[src/rtl/ahb_sram_ctrl.sv]
// AHB-lite slave for a single-port sync SRAM macro.
// Zero-wait reads/writes via a one-entry write buffer with read forwarding.
module ahb_sram_ctrl #(
  parameter int AW = 12
) (
  input  logic          HCLK,
  input  logic          HRESETn,
  input  logic          HSEL,
  input  logic [31:0]   HADDR,
  input  logic [1:0]    HTRANS,
  input  logic          HWRITE,
  input  logic [2:0]    HSIZE,
  input  logic [31:0]   HWDATA,
  input  logic          HREADY,
  output logic          HREADYOUT,
  output logic          HRESP,
  output logic [31:0]   HRDATA,
  input  logic [31:0]   SRAMRDATA,
  output logic [3:0]    SRAMWEN,
  output logic [31:0]   SRAMWDATA,
  output logic          SRAMCS0,
  output logic [AW-1:0] SRAMADDR
);

  typedef enum logic [1:0] {
    S_OKAY,
    S_ERR1,
    S_ERR2
  } state_e;

  state_e state_q, state_d;

  logic          rd_dphase_q, rd_dphase_d;
  logic [AW-1:0] rd_addr_q, rd_addr_d;
  logic          wr_dphase_q, wr_dphase_d;
  logic [AW-1:0] wr_addr_q, wr_addr_d;
  logic [3:0]    wr_mask_q, wr_mask_d;
  logic          buf_valid_q, buf_valid_d;
  logic [AW-1:0] buf_addr_q, buf_addr_d;
  logic [3:0]    buf_mask_q, buf_mask_d;
  logic [31:0]   buf_data_q, buf_data_d;

  logic          valid;
  logic          illegal;
  logic [3:0]    mask;
  logic          rd_legal;
  logic          wr_legal;
  logic          err_start;
  logic          drain;
  logic [AW-1:0] haddr_w;
  logic          unused_ok;

  assign unused_ok = ^{HADDR[31:AW+2], HTRANS[0]};
  assign haddr_w   = HADDR[AW+1:2];
  assign valid     = HSEL & HTRANS[1] & HREADY;

  always_comb begin
    illegal = 1'b0;
    mask    = 4'h0;
    case (HSIZE)
      3'd0: mask = 4'b0001 << HADDR[1:0];
      3'd1: begin
        mask    = HADDR[1] ? 4'b1100 : 4'b0011;
        illegal = HADDR[0];
      end
      3'd2: begin
        mask    = 4'b1111;
        illegal = |HADDR[1:0];
      end
      default: illegal = 1'b1;
    endcase
  end

  assign rd_legal  = valid & ~illegal & ~HWRITE;
  assign wr_legal  = valid & ~illegal & HWRITE;
  assign err_start = valid & illegal;
  // reads own the SRAM port; the buffer drains on any other cycle
  assign drain     = buf_valid_q & ~rd_legal;

  always_ff @(posedge HCLK or negedge HRESETn) begin
    if (!HRESETn) begin
      state_q <= S_OKAY;
    end else begin
      state_q <= state_d;
    end
  end

  always_comb begin
    state_d = state_q;
    unique case (state_q)
      S_OKAY:  if (err_start) state_d = S_ERR1;
      S_ERR1:  state_d = S_ERR2;
      S_ERR2:  state_d = err_start ? S_ERR1 : S_OKAY;
      default: state_d = S_OKAY;
    endcase
  end

  always_comb begin
    HREADYOUT = 1'b1;
    HRESP     = 1'b0;
    unique case (state_q)
      S_ERR1: begin
        HREADYOUT = 1'b0;
        HRESP     = 1'b1;
      end
      S_ERR2:  HRESP = 1'b1;
      default: HRESP = 1'b0;
    endcase
  end

  always_comb begin
    rd_dphase_d = rd_legal;
    rd_addr_d   = rd_legal ? haddr_w : rd_addr_q;
    wr_dphase_d = wr_legal;
    wr_addr_d   = wr_legal ? haddr_w : wr_addr_q;
    wr_mask_d   = wr_legal ? mask : wr_mask_q;
    buf_valid_d = buf_valid_q;
    buf_addr_d  = buf_addr_q;
    buf_mask_d  = buf_mask_q;
    buf_data_d  = buf_data_q;
    if (drain) buf_valid_d = 1'b0;
    // a reload in the drain cycle keeps the buffer full
    if (wr_dphase_q) begin
      buf_valid_d = 1'b1;
      buf_addr_d  = wr_addr_q;
      buf_mask_d  = wr_mask_q;
      buf_data_d  = HWDATA;
    end
  end

  always_ff @(posedge HCLK or negedge HRESETn) begin
    if (!HRESETn) begin
      rd_dphase_q <= 1'b0;
      rd_addr_q   <= '0;
      wr_dphase_q <= 1'b0;
      wr_addr_q   <= '0;
      wr_mask_q   <= '0;
      buf_valid_q <= 1'b0;
      buf_addr_q  <= '0;
      buf_mask_q  <= '0;
      buf_data_q  <= '0;
    end else begin
      rd_dphase_q <= rd_dphase_d;
      rd_addr_q   <= rd_addr_d;
      wr_dphase_q <= wr_dphase_d;
      wr_addr_q   <= wr_addr_d;
      wr_mask_q   <= wr_mask_d;
      buf_valid_q <= buf_valid_d;
      buf_addr_q  <= buf_addr_d;
      buf_mask_q  <= buf_mask_d;
      buf_data_q  <= buf_data_d;
    end
  end

  always_comb begin
    SRAMCS0   = rd_legal | drain;
    SRAMWEN   = drain ? buf_mask_q : 4'h0;
    SRAMADDR  = rd_legal ? haddr_w : buf_addr_q;
    SRAMWDATA = buf_data_q;
  end

  always_comb begin
    HRDATA = 32'h0;
    if (rd_dphase_q) begin
      for (int i = 0; i < 4; i++) begin
        if (buf_valid_q && buf_mask_q[i] && (buf_addr_q == rd_addr_q)) begin
          HRDATA[8*i +: 8] = buf_data_q[8*i +: 8];
        end else begin
          HRDATA[8*i +: 8] = SRAMRDATA[8*i +: 8];
        end
      end
    end
  end

endmodule
[config.mk]
export PLATFORM = sky130hd
export DESIGN_NAME = ahb_sram_ctrl
export DESIGN_NICKNAME = d
export VERILOG_FILES = /design/src/rtl/ahb_sram_ctrl.sv
export SDC_FILE = /design/constraint.sdc
export NUM_CORES = 1
export LEC_CHECK = 0
export CAP_MARGIN = 20
export CORE_ASPECT_RATIO = 2
export CORE_UTILIZATION = 45
export DETAILED_ROUTE_END_ITERATION = 8
export PLACE_DENSITY_LB_ADDON = 0.3
export SYNTH_ARGS = -nofsm -noshare
export SYNTH_HDL_FRONTEND = slang
export SYNTH_SLANG_ARGS = --single-unit
export TNS_END_PERCENT = 100
[constraint.sdc]
create_clock -name HCLK -period 5.2 [get_ports HCLK]
set_input_delay 1.3 -clock HCLK [delete_from_list [all_inputs] [get_ports HCLK]]
set_output_delay 1.3 -clock HCLK [all_outputs]
set_load 0.05 [all_outputs]
[Word-level counts from Yosys, hierarchy flattened]
Index checks and enable logic that the tools add are counted.
Cells by class
  shift-type cells: 1
  reduce and logical (&&, ||, !) cells: 13
  mux-type cells: 17
  bitwise gates (word level): 11
  equal/unequal tests: 6
Operator list (count)
  $mux W32: 1
  $mux W8: 4
  $eq A12 B12 Y1: 1
  $mux W12: 1
  $pmux W4 S3: 1
  $logic_and A1 B1 Y1: 8
  $mux W4: 2
  $and A1 B1 Y1: 7
  $pmux W2 S3: 1
  $mux W1: 5
  $reduce_or A2 Y1: 2
  $shl A1 B2 Y4 const A: 1
  $eq A3 B1 Y1 const B: 1
  $eq A3 B2 Y1 const B: 1
  $logic_not A3 Y1: 1
  $not A1 Y1: 3
  $pmux W1 S3: 1
  $eq A2 B1 Y1 const B: 1
  $eq A2 B2 Y1 const B: 1
  $logic_not A2 Y1: 1
  $mux W2: 1
  $ne A2 B2 Y1 const B: 1
  $reduce_bool A2 Y1: 1
  $or A1 B1 Y1: 1
Word-level totals
  bits of input ports: 106
  logic and storage cells: 58
  output and inout bits: 83
  flip-flop bits (word level): 81

[Logic depth before layout (Yosys ltp)]
Gate-level depths: netlist of the first run.
  word-level depth: 9
  mapped depth: 6

[Worst setup path before layout of the first run]
Ideal clock, no wire load.
  kind: input-to-output
  from: in HSIZE[0]
  to: out SRAMADDR[0]
  stages on the path: 6
  required time: 3.900 ns
  buffers on the path: 1
  arrival: 2.756 ns
  path slack: 1.144 ns
  cells stage by stage: nor3_2 > nor2_1 > or4_4 > inv_6 > buf_6 > mux2_1
On the way
  longest elaborated chain between the ends: 6
RTL lines
  start, declared: RTL line 12  | input logic [2:0] HSIZE,
  $eq A3 B2 Y1 (tied with other cells): RTL line 60  | case (HSIZE)
  $pmux W1 S3 (*): RTL line 60
  $not A1 Y1 (*): RTL line 74  | assign rd_legal = valid & ~illegal & ~HWRITE;
  $and A1 B1 Y1 (*) (2 in series): RTL line 74
  $mux W12 (*): RTL line 158  | SRAMADDR = rd_legal ? haddr_w : buf_addr_q;
  end, declared: RTL line 22  | output logic [AW-1:0] SRAMADDR
Mark *: on every way between the ends. The rest lies on a longest branch, timed or not.

[Worst setup path after layout of the first run]
  from: in HSIZE[0]
  to: out SRAMWEN[3]
On the way
  longest elaborated chain between the ends: 8
RTL lines
  $eq A3 B2 Y1 (tied with other cells): RTL line 60
  $pmux W1 S3 (*): RTL line 60
  $not A1 Y1 (*): RTL line 74
  $and A1 B1 Y1 (*) (2 in series): RTL line 74
  $not A1 Y1 (*): RTL line 78  | assign drain = buf_valid_q & ~rd_legal;
  $and A1 B1 Y1 (*): RTL line 78
  $mux W4 (*): RTL line 157  | SRAMWEN = drain ? buf_mask_q : 4'h0;
  end, declared: RTL line 19  | output logic [3:0] SRAMWEN,
Marks and branches as above.

==> results.yml, run 1 <==
job:
  maxCapViolCount: 0
power:
  ir_worst_vdd_uv: 273
  p_per_area_mw_per_mm2: 341
  leakage_nw: 2.62
  power_mw: 2.15
yosys:
  synth_cell_type_count: 36
  avgSynthCellArea_um2: 12.2
  synth_seq_cells: 81
  synth_top_family_by_area: "multiplexers"
  syn_inst: 354
  yosys_warnings: 0
  synth_top_area_share_pct: 46.9
  synth_area_leaders: "dfrtp_1, mux2_2, mux2i_1"
  synth_fp_nets: 465
  synth_mux_area_share_pct: 29.3
  synth_largest_area_cell: "dfrtp_1"
  synth_area_mm2: 0.00432
  synthAdderAreaFrac_pct: 1.45
  seq_area_frac_synth_pct: 46.9
  synth-compound-area-share_pct: 2.75
  synth-xor-area-share_pct: 3.82
  synth-simple-area-share_pct: 11.8
die:
  coreArea_mm2: 0.00932
  dieArea_mm2: 0.0100
  fp.dieH_um: 141
  die_x_um: 71.3
  io_pins: 189
  row_count: 50
  start_util_pct: 46.3
critical_path:
  critPathCapture: "SRAMWEN[3]"
  crit_required_ns: 3.90
  crit_fanout: 7
  crit_start: "HSIZE[0]"
  endpoint_kind: "output pin"
  r2r_end: "buf_mask_q[0]$_DFFE_PN0P_"
  crit_type: "input port to output pin"
  r2r_start: "wr_dphase_q$_DFF_PN0_"
  r2r_slack_ns: 3.72
  reg2reg_depth: 2
  critPathArrivalTime_ns: 3.56
  cp-start-kind: "input port"
timing:
  fin_crit_sh_pct: 93.5
  setup_slack_ns: 0.338
  finalSetupViolCount: 0
  clock_skew_ns: 0.00746
  slew_viol_final: 0
  holdWs_ns: 0.480
  rsz0062_at_grt: "no"
  relSlewSlack_pct: 33.0
  fmax_mhz: 206
  worst_slew_pin_slew_ns: 1.01
  hold_viol_final: 0
  fin_setup_tns_ns: 0
  finalCriticalPeriod_ns: 4.86
placed_design:
  io_buffers: 169
  post-place-ws_ns: 0.334
  gp_congestion: 0.785
  dp_cells: 611
  placed_area_mm2: 0.00599
  post-dp-hpwl_mm: 7.46
routing:
  wire_per_inst_um: 15.8
  vias_per_cell: 5.16
  dr.first_iter.drc_count: 139
  first_pass_iters: 6
  ant_nets: 0
  routed_wl_mm: 9.96
  drc: 15
  num_vias: 3243
global_routing:
  grt_max_degree: 82
  grt_pass1_vias: 3235
  grt_antenna_before_repair: 0
  track_usage_pct: 20.6
  grt_overflow: 0
  grt_pass1_wl_mm: 15.7
cts:
  postCtsSetupBuffers: 0
  clk_pin_slew_ns: 0.06
  clock_sinks: 81
  postCtsResizedCells: 0
  cts_max_level: 3
  hold_buffers: 0
  clock-root-buffer: "clkbuf_16"
  cts_buffer_depth: 2
  cts_buffers: 9
  cts_tree: "done"
  clk_latency_ns: 0.33
cells_and_area:
  nets: 631
  antenna_cells: 0
  drive_gt1_share_pct: 23.6
  stdcell_area_mm2: 0.00632
  area_growth_pct: 46.4
  register_area_mm2: 0.00203
  fin_cells: 629
  post-route-util_pct: 67.8
  mostFrequentLayoutCells: "clkdlybuf4s50_1, dfrtp_1, mux2_2, nand2_1, mux2i_1"
  multiInputGateArea_mm2: 0.00213
  final_common_cell: "clkdlybuf4s50_1"
  fillers: 761
min_path:
  hold_path_class: "flip-flop to flip-flop"
outcome:
  status: "finished, violations left"
  violations: "design-rule violations"
-- synthesized netlist by cell type --
cell type / instances
a21o_1: 1
buf_2: 1
buf_6: 3
clkdlybuf4s25_2: 1
xnor2_1: 4
dlygate4sd1_1: 5
mux2_1: 13
o211ai_1: 1
nor3_2: 1
o2111ai_1: 1
mux2i_1: 32
or4_4: 1
inv_1: 8
nor4_4: 4
clkbuf_8: 1
nor2b_1: 1
nor3_1: 1
dfrtp_1: 81
o21ai_0: 10
nand2_1: 68
a21boi_0: 1
nand3_1: 5
a211oi_1: 1
nor2_1: 4
o31ai_1: 2
nand3_4: 1
nand4_4: 2
clkbuf_1: 2
inv_6: 1
nand2b_1: 1
mux2_2: 71
buf_1: 4
xnor2_2: 8
ha_1: 5
a21oi_1: 3
and3_1: 5
-- per-layer routing --
layer / global-route usage [%] / vias to the layer above / wire length (µm)
met1: 20.4 / 1578 / 3330
met3: 4.24 / 11 / 568
li1: - / 1560 / -
met5: 0 / - / 0
met2: 39.9 / 94 / 5900
met4: 8.21 / 0 / 168
-- kinds of logic (layout without fill, tap and decap cells) --
| family | after synthesis | in the layout |
|---|---|---|
| buffers and inverters | 26 | 197 |
| flip-flops | 81 | 81 |
| multiplexers | 116 | 116 |
| AO/OA/AOI/OAI | 20 | 20 |
| XOR/XNOR | 12 | 12 |
| AND/OR/NAND/NOR | 94 | 94 |
| adder cells (fa/ha/maj) | 5 | 5 |
-- registers in the layout (all words and copies together) (netlist names), 2 cells and up --
name	count
wr_addr_q	12
wr_mask_q	4
SRAMWDATA	32
buf_addr_q	12
buf_mask_q	4
state_q	2
rd_addr_q	12
-- power breakdown --
group / internal [mW] / switching, mW
sequential: 0.742 / 0.0864
clock: 0.340 / 0.245
combinational: 0.312 / 0.430
-- critical path, cell delays in order --
cell and delay [ns]:
clkdlybuf4s50_1 0.53, a21oi_1 0.26, nor2_1 0.07, or4_4 0.48, and3_1 0.21, clkdlybuf4s50_1 0.72
-- how the worst min path moves through the flow --
stage	from	to	slack, ns	cells past startpoint
floorplan	wr_mask_q[0]$_DFFE_PN0P_	wr_mask_q[0]$_DFFE_PN0P_	0.44	2
global placement	wr_mask_q[2]$_DFFE_PN0P_	wr_mask_q[2]$_DFFE_PN0P_	0.46	2
detailed placement	wr_mask_q[2]$_DFFE_PN0P_	wr_mask_q[2]$_DFFE_PN0P_	0.48	2
CTS	wr_mask_q[3]$_DFFE_PN0P_	wr_mask_q[3]$_DFFE_PN0P_	0.49	2
global route	wr_mask_q[0]$_DFFE_PN0P_	wr_mask_q[0]$_DFFE_PN0P_	0.52	2
finish	wr_mask_q[2]$_DFFE_PN0P_	wr_mask_q[2]$_DFFE_PN0P_	0.48	2
-- cell type report --
type,instances,share of cell area (%)
Clock buffer,11,3.84
Clock inverter,5,0.614
Inverter,9,0.614
Multi-Input combinational cell,247,33.7
Sequential cell,81,32.1
Tap cell,104,2.06
Timing Repair Buffer,172,27.1
(Power assumes the default switching activity.)
==> inputs of run 2 (changes only) <==
CORE_UTILIZATION = 43   (was 45)
clock period = 5.3 ns   (was 5.2 ns; I/O delays follow)
==> run 2 against run 1 <==
  * Clock-buffer cell count is 3 higher
  * Clock power up 3%
  * Global-route usage down 0.56 points
  * The run now ends clean
  * Flip-flop and latch count stayed put
  * Register-to-register slack gained 0.19 ns
==> results.yml, run 2 (same netlist as run 1, synthesis figures left out) <==
critical_path:
  max_stage_delay_ns: 0.71
  crit_required_ns: 3.97
  worst_path_most_repeated_cell: "clkdlybuf4s50_1"
  cp-start-kind: "input port"
  crit_chain: "clkdlybuf4s50_1 -> a21oi_1 -> nor2_1 -> or4_4 -> and3_1 -> clkdlybuf4s50_1"
  crit_fanout: 8
  critPathArrivalTime_ns: 3.60
  cpMaxStageDelayCell: "clkdlybuf4s50_1"
  crit_type: "input port to output pin"
  endpoint_kind: "output pin"
timing:
  finalSetupViolCount: 0
  finalCriticalPeriod_ns: 4.93
  worst_slew_pin_slew_ns: 1.01
  fmax_mhz: 203
  clock_skew_ns: 0.00584
  fin_setup_tns_ns: 0
  fin_crit_sh_pct: 93.0
  hold_viol_final: 0
  rsz0062_at_grt: "no"
  slew_viol_final: 0
  relSlewSlack_pct: 32.9
global_routing:
  grt_pass1_wl_mm: 15.7
  grt_pass1_vias: 3289
  grt_max_degree: 82
  grt_antenna_before_repair: 0
  grt_overflow: 0
  track_usage_pct: 20.0
cts:
  clock-root-buffer: "clkbuf_16"
  postCtsSetupBuffers: 0
  clock_sinks: 81
  cts_max_level: 3
  postCtsResizedCells: 0
  cts_buffer_depth: 2
  cts_tree: "done"
  hold_buffers: 0
  cts_buffers: 9
  clk_latency_ns: 0.33
  clk_pin_slew_ns: 0.06
cells_and_area:
  largest_register_ff_count: 32
  fillers: 836
  stdcell_area_mm2: 0.00638
  area_growth_pct: 47.7
  fin_cells: 657
  multiInputGateArea_mm2: 0.00213
  final_common_cell: "clkdlybuf4s50_1"
  nets: 631
  drive_gt1_share_pct: 23.6
  register_area_mm2: 0.00203
  mostFrequentLayoutCells: "clkdlybuf4s50_1, dfrtp_1, mux2_2, nand2_1, mux2i_1"
  antenna_cells: 0
die:
  fp.dieH_um: 144
  row_count: 51
  coreArea_mm2: 0.00976
  die_x_um: 72.9
  dieArea_mm2: 0.0105
  start_util_pct: 44.2
  io_pins: 189
routing:
  first_pass_iters: 4
  dr.first_iter.drc_count: 106
  drc: 0
  routed_wl_mm: 10.1
  num_vias: 3244
  ant_nets: 0
  wire_per_inst_um: 15.4
  vias_per_cell: 4.94
job:
  maxCapViolCount: 0
power:
  p_per_area_mw_per_mm2: 335
  leakage_nw: 2.64
  ir_worst_vdd_uv: 258
placed_design:
  post-dp-hpwl_mm: 7.35
  io_buffers: 169
  dp_cells: 638
  gp_congestion: 0.772
  placed_area_mm2: 0.00602
min_path:
  hold_path_class: "flip-flop to flip-flop"
outcome:
  status: "finished, final reports clean"
run 2: cell types whose count changed in the layout (fill, tap and decap cells not counted), sizes merged:
cell	delta
inv	-2
clkbuf	+3
clkinvlp	-1
run 2: worst max-delay path: cells and delay by family:
family          cells  cell delay [ns]
buf+inv             2             1.25
compound gates      1             0.26
simple gates        3             0.76
run 2: worst paths after layout:
kind | endpoint | cells after the start | slack [ns] | start
max | SRAMWEN[0] | 6 | 0.37 | HSIZE[1]
min | wr_mask_q[2]$_DFFE_PN0P_ | 2 | 0.47 | wr_mask_q[2]$_DFFE_PN0P_
max reg2reg | SRAMWDATA[3]$_DFFE_PN0P_ | 2 | 3.91 | wr_dphase_q$_DFF_PN0_
min reg2reg | wr_mask_q[2]$_DFFE_PN0P_ | 2 | 0.47 | wr_mask_q[2]$_DFFE_PN0P_
max in group asynchronous | rd_dphase_q$_DFF_PN0_ | 2 | 3.81 | HRESETn
min in group asynchronous | SRAMWDATA[24]$_DFFE_PN0P_ | 1 | 0.87 | HRESETn
run 2: cell type report:
| type | count | area share [%] |
|---|---|---|
| Inverter | 9 | 0.608 |
| Multi-Input combinational cell | 247 | 33.4 |
| Timing Repair Buffer | 172 | 27.0 |
| Sequential cell | 81 | 31.8 |
| Clock inverter | 2 | 0.157 |
| Tap cell | 132 | 2.59 |
| Clock buffer | 14 | 4.45 |
run 2: where the power goes:
group,leakage [nW],internal (mW),switching (mW)
clock,0.149,0.367,0.232
combinational,1.43,0.306,0.421
sequential,1.06,0.728,0.0841
run 2: metal layers:
| layer | GRT usage [%] | part of all wire [%] | vias up |
|---|---|---|---|
| met5 | 0 | 0 | - |
| met4 | 8.57 | 2.3 | 0 |
| met3 | 4.56 | 4.8 | 15 |
| met2 | 38.6 | 57 | 99 |
| met1 | 19.6 | 36 | 1575 |
| li1 | - | - | 1555 |
run 2: through the flow:
step	total power [mW]	hold WS [ns]	setup slack (ns)	util, %
2_1_floorplan	1.29	0.444	1.19	-
3_3_place_gp	1.53	0.456	0.382	61.7
3_5_place_dp	1.55	0.464	0.363	61.7
4_1_cts	2.16	0.478	0.366	64.7
5_1_grt	2.23	0.511	0.316	65.3
6_report	2.14	0.475	0.373	65.3
==> variant 1, RTL diff (settings of run 2) <==
Take the reset off `rd_addr_q` and load it in a clocked block of its own.
--- a/src/rtl/ahb_sram_ctrl.sv
+++ b/src/rtl/ahb_sram_ctrl.sv
@@ -132,5 +132,4 @@
     if (!HRESETn) begin
       rd_dphase_q <= 1'b0;
-      rd_addr_q   <= '0;
       wr_dphase_q <= 1'b0;
       wr_addr_q   <= '0;
@@ -142,5 +141,4 @@
     end else begin
       rd_dphase_q <= rd_dphase_d;
-      rd_addr_q   <= rd_addr_d;
       wr_dphase_q <= wr_dphase_d;
       wr_addr_q   <= wr_addr_d;
@@ -151,4 +149,8 @@
       buf_data_q  <= buf_data_d;
     end
+  end
+
+  always_ff @(posedge HCLK) begin
+    rd_addr_q <= rd_addr_d;
   end
 
Formal check against the unedited RTL: same outputs for any inputs over 10 cycles, from zero or initial values and one cycle with HRESETn low; that may be too few to reach the edited logic, so the function may still have changed.
==> variant 1 against run 2 <==
- final area fell by 1.4%
- routed wire length fell by 1.1%
- area after synthesis fell by 2.8%
- critical path depth rose by 1
- sequential cell count did not move
- setup slack got worse by 0.075 ns
- power fell by 6.3%
- first-iteration DRC count rose by 0.94%
- critical endpoint is now SRAMADDR[8]
- largest power group unchanged
- highest routed layer unchanged
==> variant 1: results (changes against run 2) <==
[outcome]
status=complete, no violations

[critical_path]
critical_path.startpoint=HSIZE[0]
critical_path.endpoint=SRAMADDR[8]
cp_max_fo=23  ; +15
cp_top_family=buffers and inverters
r2r-end=SRAMWDATA[25]$_DFFE_PN0P_
r2r_slack_ns=3.83  ; -0.08 ns
r2r.worst_path.cells=2  ; unchanged
slowest_delay_ns=0.52  ; -0.19 ns
worstPathArrival_ns=3.68  ; +0.08 ns

[layout]
num-fill-cells=730  ; -13%
layout.nets=620  ; -1.7%
drive_above_1_share_pct=22.57  ; -1.1 points
final_cells=644  ; -2.0%
diodes=0  ; unchanged

[drt]
drt-pass1-iter-count=6  ; +2
met3_wirelength_um=565  ; +18%
wl_met1_um=3588  ; -2.2%
drtIter0Drc=107  ; +0.94%
wire_per_inst_um=15.50  ; +0.87%
via_count=3150  ; -2.9%
wl_met2_um=5614  ; -1.6%

[placement]
gp_congestion=0.8066  ; +4.5%
dpl.hpwl_um=7409  ; +0.79%
placed_cells=626  ; -1.9%

[yosys]
syn_area_per_cell_um2=12.31  ; +0.95%
syn-num-nets=452  ; -2.8%
async_flop_share_pct=85.19  ; -15 points
ys_seq_area_share_pct=49.70  ; +2.8 points
yosysWarnings=0  ; unchanged
synthTopCellsByArea=dfrtp_1 41%, mux2_2 17%, edfxtp_1 8.6%
ys.flop_type=dfrtp_1
synthTopCellsByCount=69 x dfrtp_1, 68 x nand2_1, 64 x mux2_2, 32 x mux2i_1, 12 x edfxtp_1
synth.distinct_cells=34  ; -5.6%
synth_edf_count=12  ; +12

[global_route]
grt_first_pass_wirelength_um=15590  ; -0.75%
grt_max_degree=70  ; -15%
grt_usage_pct=20.24  ; +0.23 points
grt_pass1_vias=3114  ; -5.3%
antenna_found_initial=0  ; unchanged

[clock_tree]
clk_path_buf_depth=2  ; unchanged
cts_resized=0  ; unchanged

[hold_path]
worstHoldStart=wr_mask_q[0]$_DFFE_PN0P_
worstHoldEndpoint=wr_mask_q[0]$_DFFE_PN0P_

[sta]
tightest_slew_ns=1.020  ; +0.01388 ns
clock_skew_ns=0.005191  ; -0.0006508 ns

[power]
finalPower_mw=2.002  ; -6.3%
combinationalPower_mw=0.631  ; -13%
p_sw_mw=0.6612  ; -10%
p_clk_share_pct=28.8  ; +0.8 points
peakVddDrop_mv=0.2563  ; -0.48%
power_leakage_nw=2.571  ; -2.5%

-- variant 1: cell types whose count changed in the layout (fill, tap and decap cells not counted) --
cell and change:
xnor2_2 +2, edfxtp_1 +12, inv_2 +1, inv_6 -1, clkdlybuf4s50_1 +1, dfrtp_1 -12, clkinv_2 -2, mux2_1 -5
clkbuf_1 +3, buf_16 -1, clkbuf_8 -1, xnor2_1 -2, mux2_2 -7, buf_4 +1
-- variant 1: kinds of logic (layout without fill, tap and decap cells) --
logic type / count (synthesis) / after routing / share of synthesized area, %
AO/OA/AOI/OAI: 20 / 20 / 2.831
XOR/XNOR: 12 / 12 / 4.291
buffers and inverters: 25 / 198 / 2.592
multiplexers: 104 / 104 / 26.94
adder cells (fa/ha/maj): 5 / 5 / 1.490
flip-flops: 81 / 81 / 49.70
AND/OR/NAND/NOR: 94 / 94 / 12.16
-- variant 1: layout make-up --
class                   count  area, µm²  share of cell area, %
well taps                 130      162.7                  2.588
inverters                   9      33.78                 0.5374
clock buffers              16      281.5                  4.479
flip-flops and latches     81       2090                  33.24
multi-input cells         235       2009                  31.97
repair buffers            173       1709                  27.19
-- variant 1: layer usage --
layer | vias to the layer above | track usage (%)
met3 | 14 | 3.764
met2 | 118 | 37.74
met4 | 0 | 9.494
met1 | 1491 | 21.25
li1 | 1527 | -
met5 | - | 0
-- variant 1: stage by stage --
step                      cell area (µm²)  hold slack (ns)  setup WS, ns
after floorplan                      4199           0.4444         1.138
after global placement               5969           0.4561        0.3172
after detailed placement             5969           0.4739        0.2812
after CTS                            6251           0.4855        0.2770
after global routing                 6286           0.5057        0.1874
final                                6286           0.4800        0.2981
-- variant 1: worst min-delay path, cell delays in order, from the launching register on --
cell	delay, ns
dfrtp_1	0.33
nand2_1	0.04
o21ai_0	0.06
==> variant 2, RTL diff (config.mk and constraints of run 2) <==
Made on the original files. Change the parameter `AW` from 12 to 13.
--- a/src/rtl/ahb_sram_ctrl.sv
+++ b/src/rtl/ahb_sram_ctrl.sv
@@ -2,5 +2,5 @@
 // Zero-wait reads/writes via a one-entry write buffer with read forwarding.
 module ahb_sram_ctrl #(
-  parameter int AW = 12
+  parameter int AW = 13
 ) (
   input  logic          HCLK,
Ports: changed (resized SRAMADDR); port bits go from 189 to 190. No check against the original RTL was run, so the function may have changed too.
==> variant 2 against run 2 <==
- power about the same
- fmax decreased by 0.55%
- setup slack worse by 0.027 ns
- clock power fell by 7.2%
- sequential cell count is 3 higher
- final area increased by 1.7%
- first-iteration DRC count down 19%
- via count is 4.1% higher
- routed wire length rose by 4.2%
- count of clock-buffer cells in the layout is 3 lower
- area after synthesis grew 2.0%
- sequential share of layout area increased by 0.62 points
- critical endpoint is now SRAMWEN[3]
- largest power group unchanged
- highest routed layer unchanged
==> variant 2: results (changes against run 2) <==
[global_route]
grt_max_degree=85  ; +3.7%
grt_usage_pct=21.00  ; +0.99 points
grt_pass1_vias=3491  ; +6.1%
antenna_found_initial=0  ; unchanged
grt_first_pass_wirelength_um=17090  ; +8.8%

[placement]
placed_cells=650  ; +1.9%
numPortBuffers=171  ; +1.2%
dpl.hpwl_um=7951  ; +8.2%
placedInstanceArea_um2=6196  ; +2.9%
gp_congestion=0.7637  ; -1.0%
pre_cts_slack_ns=0.3545  ; -0.008095 ns

[yosys]
synthTopCellsByArea=dfrtp_1 48%, mux2_2 20%, mux2i_1 7.3%
yosysWarnings=0  ; unchanged
syn-num-nets=474  ; +1.9%
ys_seq_area_share_pct=47.73  ; +0.78 points
syn-instance-count=363  ; +2.5%
synth.distinct_cells=33  ; -8.3%
synthTopCellsByCount=84 x dfrtp_1, 80 x mux2_2, 68 x nand2_1, 32 x mux2i_1, 10 x o21ai_0

[outcome]
status=complete, no violations

[layout]
layout.nets=641  ; +1.6%
num-fill-cells=803  ; -3.9%
largest_reg_flops=32  ; unchanged
diodes=0  ; unchanged
drive_above_1_share_pct=24.86  ; +1.2 points

[drt]
wl_met2_um=5955  ; +4.3%
wl_met1_um=3732  ; +1.7%
met3_wirelength_um=531  ; +11%
drt-pass1-iter-count=4  ; unchanged
via_count=3376  ; +4.1%
drtIter0Drc=86  ; -19%
wl_um=10520  ; +4.2%
wire_per_inst_um=15.77  ; +2.6%

[critical_path]
cp_max_fo=7  ; -1
worstPathArrival_ns=3.63  ; +0.03 ns
slowest_delay_ns=0.70

[power]
peakVddDrop_mv=0.2325  ; -9.7%
power_leakage_nw=2.679  ; +1.6%

[clock_tree]
cts_buffers=9  ; unchanged
postCtsSetupBuffers=0  ; unchanged

[hold_path]
hold_class=reg -> reg

[sta]
clock_skew_ns=0.004851  ; -0.0009910 ns
tightest_slew_ns=1.025  ; +0.01853 ns

-- variant 2: cell count changes in the layout (fill, tap and decap cells not counted), sizes merged --
cell / run 2 / this run
nand3: 6 / 5
buf: 17 / 18
clkbuf: 14 / 11
nand4: 2 / 3
mux2: 84 / 88
xnor2: 12 / 13
clkinvlp: 0 / 2
clkdlybuf4s50: 155 / 156
dfrtp: 81 / 84
clkinv: 2 / 3
-- variant 2: layout make-up --
type | count | area [µm²] | share of cell area [%]
flip-flops and latches | 84 | 2105 | 32.45
clock inverters | 5 | 30.03 | 0.4630
inverters | 9 | 38.79 | 0.5980
clock buffers | 11 | 232.7 | 3.588
repair buffers | 174 | 1737 | 26.77
well taps | 132 | 165.2 | 2.546
multi-input cells | 252 | 2178 | 33.58
-- variant 2: path summary, 6_finish.rpt --
check,from,slack [ns],cells past startpoint,endpoint
setup / recovery,HSIZE[0],0.35,6,SRAMWEN[3]
max in group asynchronous,HRESETn,3.84,2,wr_dphase_q$_DFF_PN0_
min in group asynchronous,HRESETn,0.85,1,SRAMWDATA[26]$_DFFE_PN0P_
hold / removal,wr_mask_q[2]$_DFFE_PN0P_,0.48,2,wr_mask_q[2]$_DFFE_PN0P_
setup reg to reg,wr_dphase_q$_DFF_PN0_,3.84,2,SRAMWDATA[29]$_DFFE_PN0P_
hold reg to reg,wr_mask_q[2]$_DFFE_PN0P_,0.48,2,wr_mask_q[2]$_DFFE_PN0P_
-- variant 2: worst min-delay path, delay by kind of cell, from the launching register on --
family | cells | cell delay (ns)
AOI/OAI and AO/OA | 1 | 0.06
and+or+nand+nor | 1 | 0.05
DFF | 1 | 0.34
-- variant 2: per-layer routing --
layer  vias to the layer above  GRT usage [%]
li1                       1599              -
met1                      1651          21.42
met2                       107          39.40
met3                        19          3.472
met4                         0          9.615
met5                         -              0
-- variant 2: kinds of logic after synthesis --
logic type	Yosys count	share of synthesized area, %
and+or+nand+nor	94	11.48
DFF	84	47.73
AOI/OAI and AO/OA	20	2.699
adders and majority gates	5	1.420
xor gates and xnor gates	13	3.949
buffers and inverters	27	2.954
muxes	120	29.77
-- variant 2: power by group --
part	total, mW	switching (mW)	internal [mW]
registers	0.842	0.0873	0.755
logic	0.737	0.424	0.313
clock network	0.556	0.242	0.315
total	2.14	0.753	1.38
